$ cat config.mk
export PLATFORM = sky130hd
export DESIGN_NAME = pipeline_stall_controller
export DESIGN_NICKNAME = d
export VERILOG_FILES = /design/src/rtl/pipeline_stall_controller.sv
export SDC_FILE = /design/constraint.sdc
export NUM_CORES = 1
export LEC_CHECK = 0
export CORE_MARGIN = 2
export CORE_UTILIZATION = 40
export DETAILED_ROUTE_END_ITERATION = 7
export GPL_ROUTABILITY_DRIVEN = 0
export PLACE_DENSITY = 0.74
export REMOVE_ABC_BUFFERS = 1
export SLEW_MARGIN = 10
export SYNTH_ARGS = -nofsm -noshare
export SYNTH_HDL_FRONTEND = slang
export SYNTH_SLANG_ARGS = --single-unit
$ cat constraint.sdc
create_clock -name Clk -period 4.03 [get_ports Clk]
set_input_delay 0.6045 -clock Clk [delete_from_list [all_inputs] [get_ports Clk]]
set_output_delay 0.6045 -clock Clk [all_outputs]
set_load 0.02 [all_outputs]
$ cat src/rtl/pipeline_stall_controller.sv
// ---------------------------------------------------------------------------
// pipeline_stall_controller
//   Central stall/flush sequencer for the 5-stage MIPS pipeline. It merges
//   load-use hazard detection, taken-branch flushing and a multi-cycle
//   mult/div occupancy FSM into one set of PC, IF/ID and ID/EX strobes.
//
// Parameters
//   MULDIV_CYCLES  cycles a mult/div occupies EX (2..15)
//   CNT_W          width of the mult/div cycle counter
//   PERF_W         width of the StallCount performance counter
//
// Ports
//   Clk, Reset            clock, synchronous active-high reset
//   rsDecode, rtDecode    source fields of the instruction in ID
//   UsesRtDecode          ID instruction reads rt
//   rtExecution           destination of the instruction in EX
//   MemReadExecution      EX instruction is a load
//   MulDivDecode          ID instruction is mult/multu/div/divu
//   BranchTakenExecution  branch/jump in EX resolved taken
//   PCWrite, IFIDWrite, IFIDFlush, IDEXWrite, IDEXBubble
//                         pipeline register control strobes
//   MulDivStart           one-cycle issue pulse for mult/div
//   MulDivBusy            mult/div is holding EX
//   StallCount            saturating count of cycles with PCWrite==0
// ---------------------------------------------------------------------------
module pipeline_stall_controller #(
  parameter int MULDIV_CYCLES = 4,
  parameter int CNT_W         = 4,
  parameter int PERF_W        = 16
) (
  input  logic              Clk,
  input  logic              Reset,
  input  logic [4:0]        rsDecode,
  input  logic [4:0]        rtDecode,
  input  logic              UsesRtDecode,
  input  logic [4:0]        rtExecution,
  input  logic              MemReadExecution,
  input  logic              MulDivDecode,
  input  logic              BranchTakenExecution,
  output logic              PCWrite,
  output logic              IFIDWrite,
  output logic              IFIDFlush,
  output logic              IDEXWrite,
  output logic              IDEXBubble,
  output logic              MulDivStart,
  output logic              MulDivBusy,
  output logic [PERF_W-1:0] StallCount
);

  typedef enum logic [1:0] {
    S_RUN    = 2'b00,
    S_MULDIV = 2'b01
  } state_t;

  // The issue cycle itself is one of the EX cycles, so the counter covers
  // the remaining MULDIV_CYCLES-1 busy cycles.
  localparam logic [CNT_W-1:0]  LP_CNT_LOAD = CNT_W'(MULDIV_CYCLES - 1);
  localparam logic [PERF_W-1:0] LP_PERF_MAX = '1;

  state_t            r_state;
  state_t            w_next_state;
  logic [CNT_W-1:0]  r_cnt;
  logic [CNT_W-1:0]  w_next_cnt;
  logic [PERF_W-1:0] r_stall_count;
  logic              w_load_use;

  // rt==$zero never creates a real dependency.
  assign w_load_use = MemReadExecution && (rtExecution != 5'd0) &&
                      ((rsDecode == rtExecution) ||
                       (UsesRtDecode && (rtDecode == rtExecution)));

  always_comb begin
    // NOTE: every output and next-state signal gets a default first, so no
    // path through the case statement can infer a latch.
    PCWrite      = 1'b1;
    IFIDWrite    = 1'b1;
    IFIDFlush    = 1'b0;
    IDEXWrite    = 1'b1;
    IDEXBubble   = 1'b0;
    MulDivStart  = 1'b0;
    MulDivBusy   = 1'b0;
    w_next_state = r_state;
    w_next_cnt   = r_cnt;

    if (Reset) begin
      // Outputs stay at the free-running defaults while in reset.
      w_next_state = S_RUN;
      w_next_cnt   = '0;
    end else begin
      case (r_state)
        S_RUN: begin
          if (BranchTakenExecution) begin
            // Younger instructions are on the wrong path; kill them and
            // let the PC load the target.
            IFIDFlush  = 1'b1;
            IDEXBubble = 1'b1;
          end else if (w_load_use) begin
            PCWrite    = 1'b0;
            IFIDWrite  = 1'b0;
            IDEXBubble = 1'b1;
          end else if (MulDivDecode) begin
            MulDivStart  = 1'b1;
            w_next_cnt   = LP_CNT_LOAD;
            w_next_state = S_MULDIV;
          end
        end
        S_MULDIV: begin
          PCWrite    = 1'b0;
          IFIDWrite  = 1'b0;
          IDEXWrite  = 1'b0;
          MulDivBusy = 1'b1;
          w_next_cnt = r_cnt - CNT_W'(1);
          // <= rather than == also rescues a counter that somehow reads 0.
          if (r_cnt <= CNT_W'(1)) begin
            w_next_state = S_RUN;
          end
        end
        default: begin
          w_next_state = S_RUN;
          w_next_cnt   = '0;
        end
      endcase
    end
  end

  always_ff @(posedge Clk) begin
    // NOTE: state registers use non-blocking assignments so every flop
    // samples the pre-edge values regardless of statement order.
    if (Reset) begin
      r_state       <= S_RUN;
      r_cnt         <= '0;
      r_stall_count <= '0;
    end else begin
      r_state <= w_next_state;
      r_cnt   <= w_next_cnt;
      if (!PCWrite && (r_stall_count != LP_PERF_MAX)) begin
        r_stall_count <= r_stall_count + PERF_W'(1);
      end
    end
  end

  assign StallCount = r_stall_count;

endmodule

==> results.yml <==
worst_setup_path:
  cp.arrival_ns: 2.99
  r2r_slack_ns: 1.79
  reg2reg_from: "StallCount[6]"
  crit_path_max_fanout: 3
  ff2ff_path_depth: 6
  path_class: "primary input to output pin"
  timing.rr.end: "StallCount[9]"
  cp-end-kind: "output pin"
  start_kind: "primary input"
  cp.required_ns: 3.43
synth:
  synth_area_leaders: "dfxtp_1 32%, xnor2_1 6.8%, a21oi_1 6.2%, or3_1 4.3%, nand2_1 3.2%"
  synth_top_cell_by_area: "dfxtp_1"
  postSynthAreaPerCell_um2: 8.35
  ys_warn_count: 0
  postSynthCellCount: 155
  synthDistinctLibCells: 38
  synth.top_cell.area_share_pct: 32.5
  synth_area_um2: 1290
  synth-seq-cells: 21
  ys_seq_area_share_pct: 32.5
floorplan:
  die_w_um: 60.9
  initial_core_util_pct: 42.1
  dieArea_um2: 3710
  dieHeight_um: 60.9
  io-pin-count: 44
  coreArea_um2: 3080
  num_rows: 20
final_layout:
  area_growth_syn_to_layout_pct: 36.9
  regArea_um2: 420
  layout-drive-gt1-share_pct: 6.60
  fin_area_um2: 1770
  n_antenna_cell: 0
  multi_input_area_um2: 800
  n_fill_cell: 294
  final_net_count: 222
cts:
  ctsRootBufferMaster: "clkbuf_4"
  tritoncts: "built"
  cts_buffers: 3
  clk_latency_ns: 0.29
  clockBufferDepth: 2
  htree_num_levels: 1
  path_clk_slew_ns: 0.12
  cts_sinks: 21
  cts_setup_buffers: 0
  cts-hold-fix-buffers: 0
  cts_resized: 0
min_path:
  hp-start: "StallCount[15]"
  hold_path_end: "StallCount[15]"
  min_path_type: "register to register"
  hold_path_depth: 2
power_and_ir_drop:
  p_int_uw: 301
  p_switching_uw: 113
  clkPwrFrac_pct: 23.8
  power.density_nw_per_um2: 233
  seq_power_share_pct: 53.3
  ir_drop_uv: 124
  p_leak_uw: 0.000561
  swShare_pct: 27.2
  combPwrFrac_pct: 22.9
grt:
  grtUsageMet1_pct: 19.1
  grt_max_degree: 22
  use_met3_pct: 2.13
  antenna_found_initial: 0
  grt_pass1_vias: 1234
  grt_usage_pct: 17.4
  overflow: 0
  grt_util_met2_pct: 33.5
  grt_pass1_wl_um: 4950
  busiest_layer: "met2"
sta:
  finalCritPeriodShare_pct: 89.1
  fin_skew_ns: 0.00728
  holdWs_ns: 0.513
  slew_viol_final: 0
  setup_viol: 0
  max_slew_margin_pct: 48.6
  period_needed_ns: 3.59
  rsz0062_at_grt: "false"
  final_hold_viol_count: 0
  setup_tns_ns: 0
  fmax_mhz: 279
  tightest_slew_ns: 0.772
routing:
  vias_per_cell: 5.46
  wire_per_inst_um: 12.8
  drc_errors: 0
  vias: 1316
  dr.pass1.iters: 7
  drtIter0Drc: 73
  ant_nets: 0
  drt_wl_total_um: 3090
placed_design:
  port_buffers: 43
  dp_hpwl_um: 2440
  placed_cell_area_um2: 1750
job:
  max_cap_violations: 0
status:
  outcome: "finished clean"
==> cells in the mapped netlist (all sizes together) <==
cell type  instances
dfxtp             21
a21oi             17
nand2             11
nor2              10
xnor2             10
or3                9
o21ai              8
inv                7
nor3               6
or4                6
nand4              5
o31ai              5
a211oi             4
buf                4
nand3              4
nor2b              4
clkbuf             3
ha                 3
mux2               2
nor3b              2
nor4               2
xor2               2
a31oi              1
and3               1
mux2i              1
nand2b             1
o211ai             1
o21a               1
o22ai              1
o41ai              1
or2                1
or3b               1
==> per-layer routing <==
metal | vias up | routed length [um]
met1 | 612 | 1320
met2 | 51 | 1550
met4 | 0 | 27
met5 | - | 0
li1 | 651 | -
met3 | 2 | 197
==> power by group through the flow <==
stage	registers, uW	clock network (uW)	logic (uW)
finish	221	98.4	94.8
global route	222	113	104
CTS	221	102	95.8
detailed placement	225	0	95.7
global placement	225	0	91.3
floorplan	225	0	48.3
==> cells in the final DEF, fill, tap and decap left out, types with 3 or more instances in the layout <==
master	count
a211oi_1	3
a21oi_1	16
clkbuf_4	3
clkdlybuf4s50_1	43
dfxtp_1	21
ha_1	3
inv_1	7
nand2_1	11
nand3_1	4
nand4_1	5
nor2_1	10
nor2b_1	4
nor3_1	5
o21ai_0	5
o21ai_1	3
o31ai_1	5
or3_1	9
or4_1	5
xnor2_1	10
==> through the flow <==
| stage | util [%] | total power [uW] | setup WS (ns) | std cells |
|---|---|---|---|---|
| 2_1_floorplan | - | 273 | 1.17 | 148 |
| 3_3_place_gp | 56.7 | 316 | 0.496 | 237 |
| 3_5_place_dp | 56.7 | 321 | 0.445 | 237 |
| 4_1_cts | 57.6 | 418 | 0.426 | 241 |
| 5_1_grt | 57.6 | 438 | 0.334 | 241 |
| 6_report | 57.6 | 414 | 0.440 | 241 |
==> sequential cells by signal, indices dropped and copies added (netlist names) <==
| signal | flops |
|---|---|
| r_cnt | 4 |
| r_state | 1 |
| StallCount | 16 |
==> worst max-delay path: stages <==
cell             delay, ns
clkdlybuf4s50_1       0.47
or4_4                 0.57
o21a_4                0.23
a211oi_2              0.24
nor3b_1               0.22
clkdlybuf4s50_1       0.64
==> cells by family after synthesis <==
| family | Yosys count | synth area share, % |
|---|---|---|
| flip-flops | 21 | 32.5 |
| AND/OR/NAND/NOR | 63 | 27.1 |
| AO/OA/AOI/OAI | 39 | 21.2 |
| XOR/XNOR | 12 | 8.12 |
| multiplexers | 3 | 2.51 |
| buffers and inverters | 14 | 5.80 |
| adder cells (fa/ha/maj) | 3 | 2.90 |
==> area by class of cell <==
cell class,count,share of cell area (%)
Sequential cell,21,23.7
Multi-Input combinational cell,120,45.1
Timing Repair Buffer,45,25.1
Clock buffer,4,1.48
Tap cell,44,3.11
Inverter,7,1.48
==> worst max path at each step <==
stage	startpoint	endpoint	slack [ns]	cells past startpoint
after global routing	rtExecution[1]	MulDivStart	0.33	6
final	rtExecution[1]	MulDivStart	0.44	6
after floorplan	rtExecution[1]	MulDivStart	1.17	4
after global placement	rtExecution[1]	MulDivStart	0.50	6
after CTS	rtExecution[1]	MulDivStart	0.43	6
after detailed placement	rtExecution[1]	MulDivStart	0.45	6
Note: power is estimated with default switching activity, not from simulation.
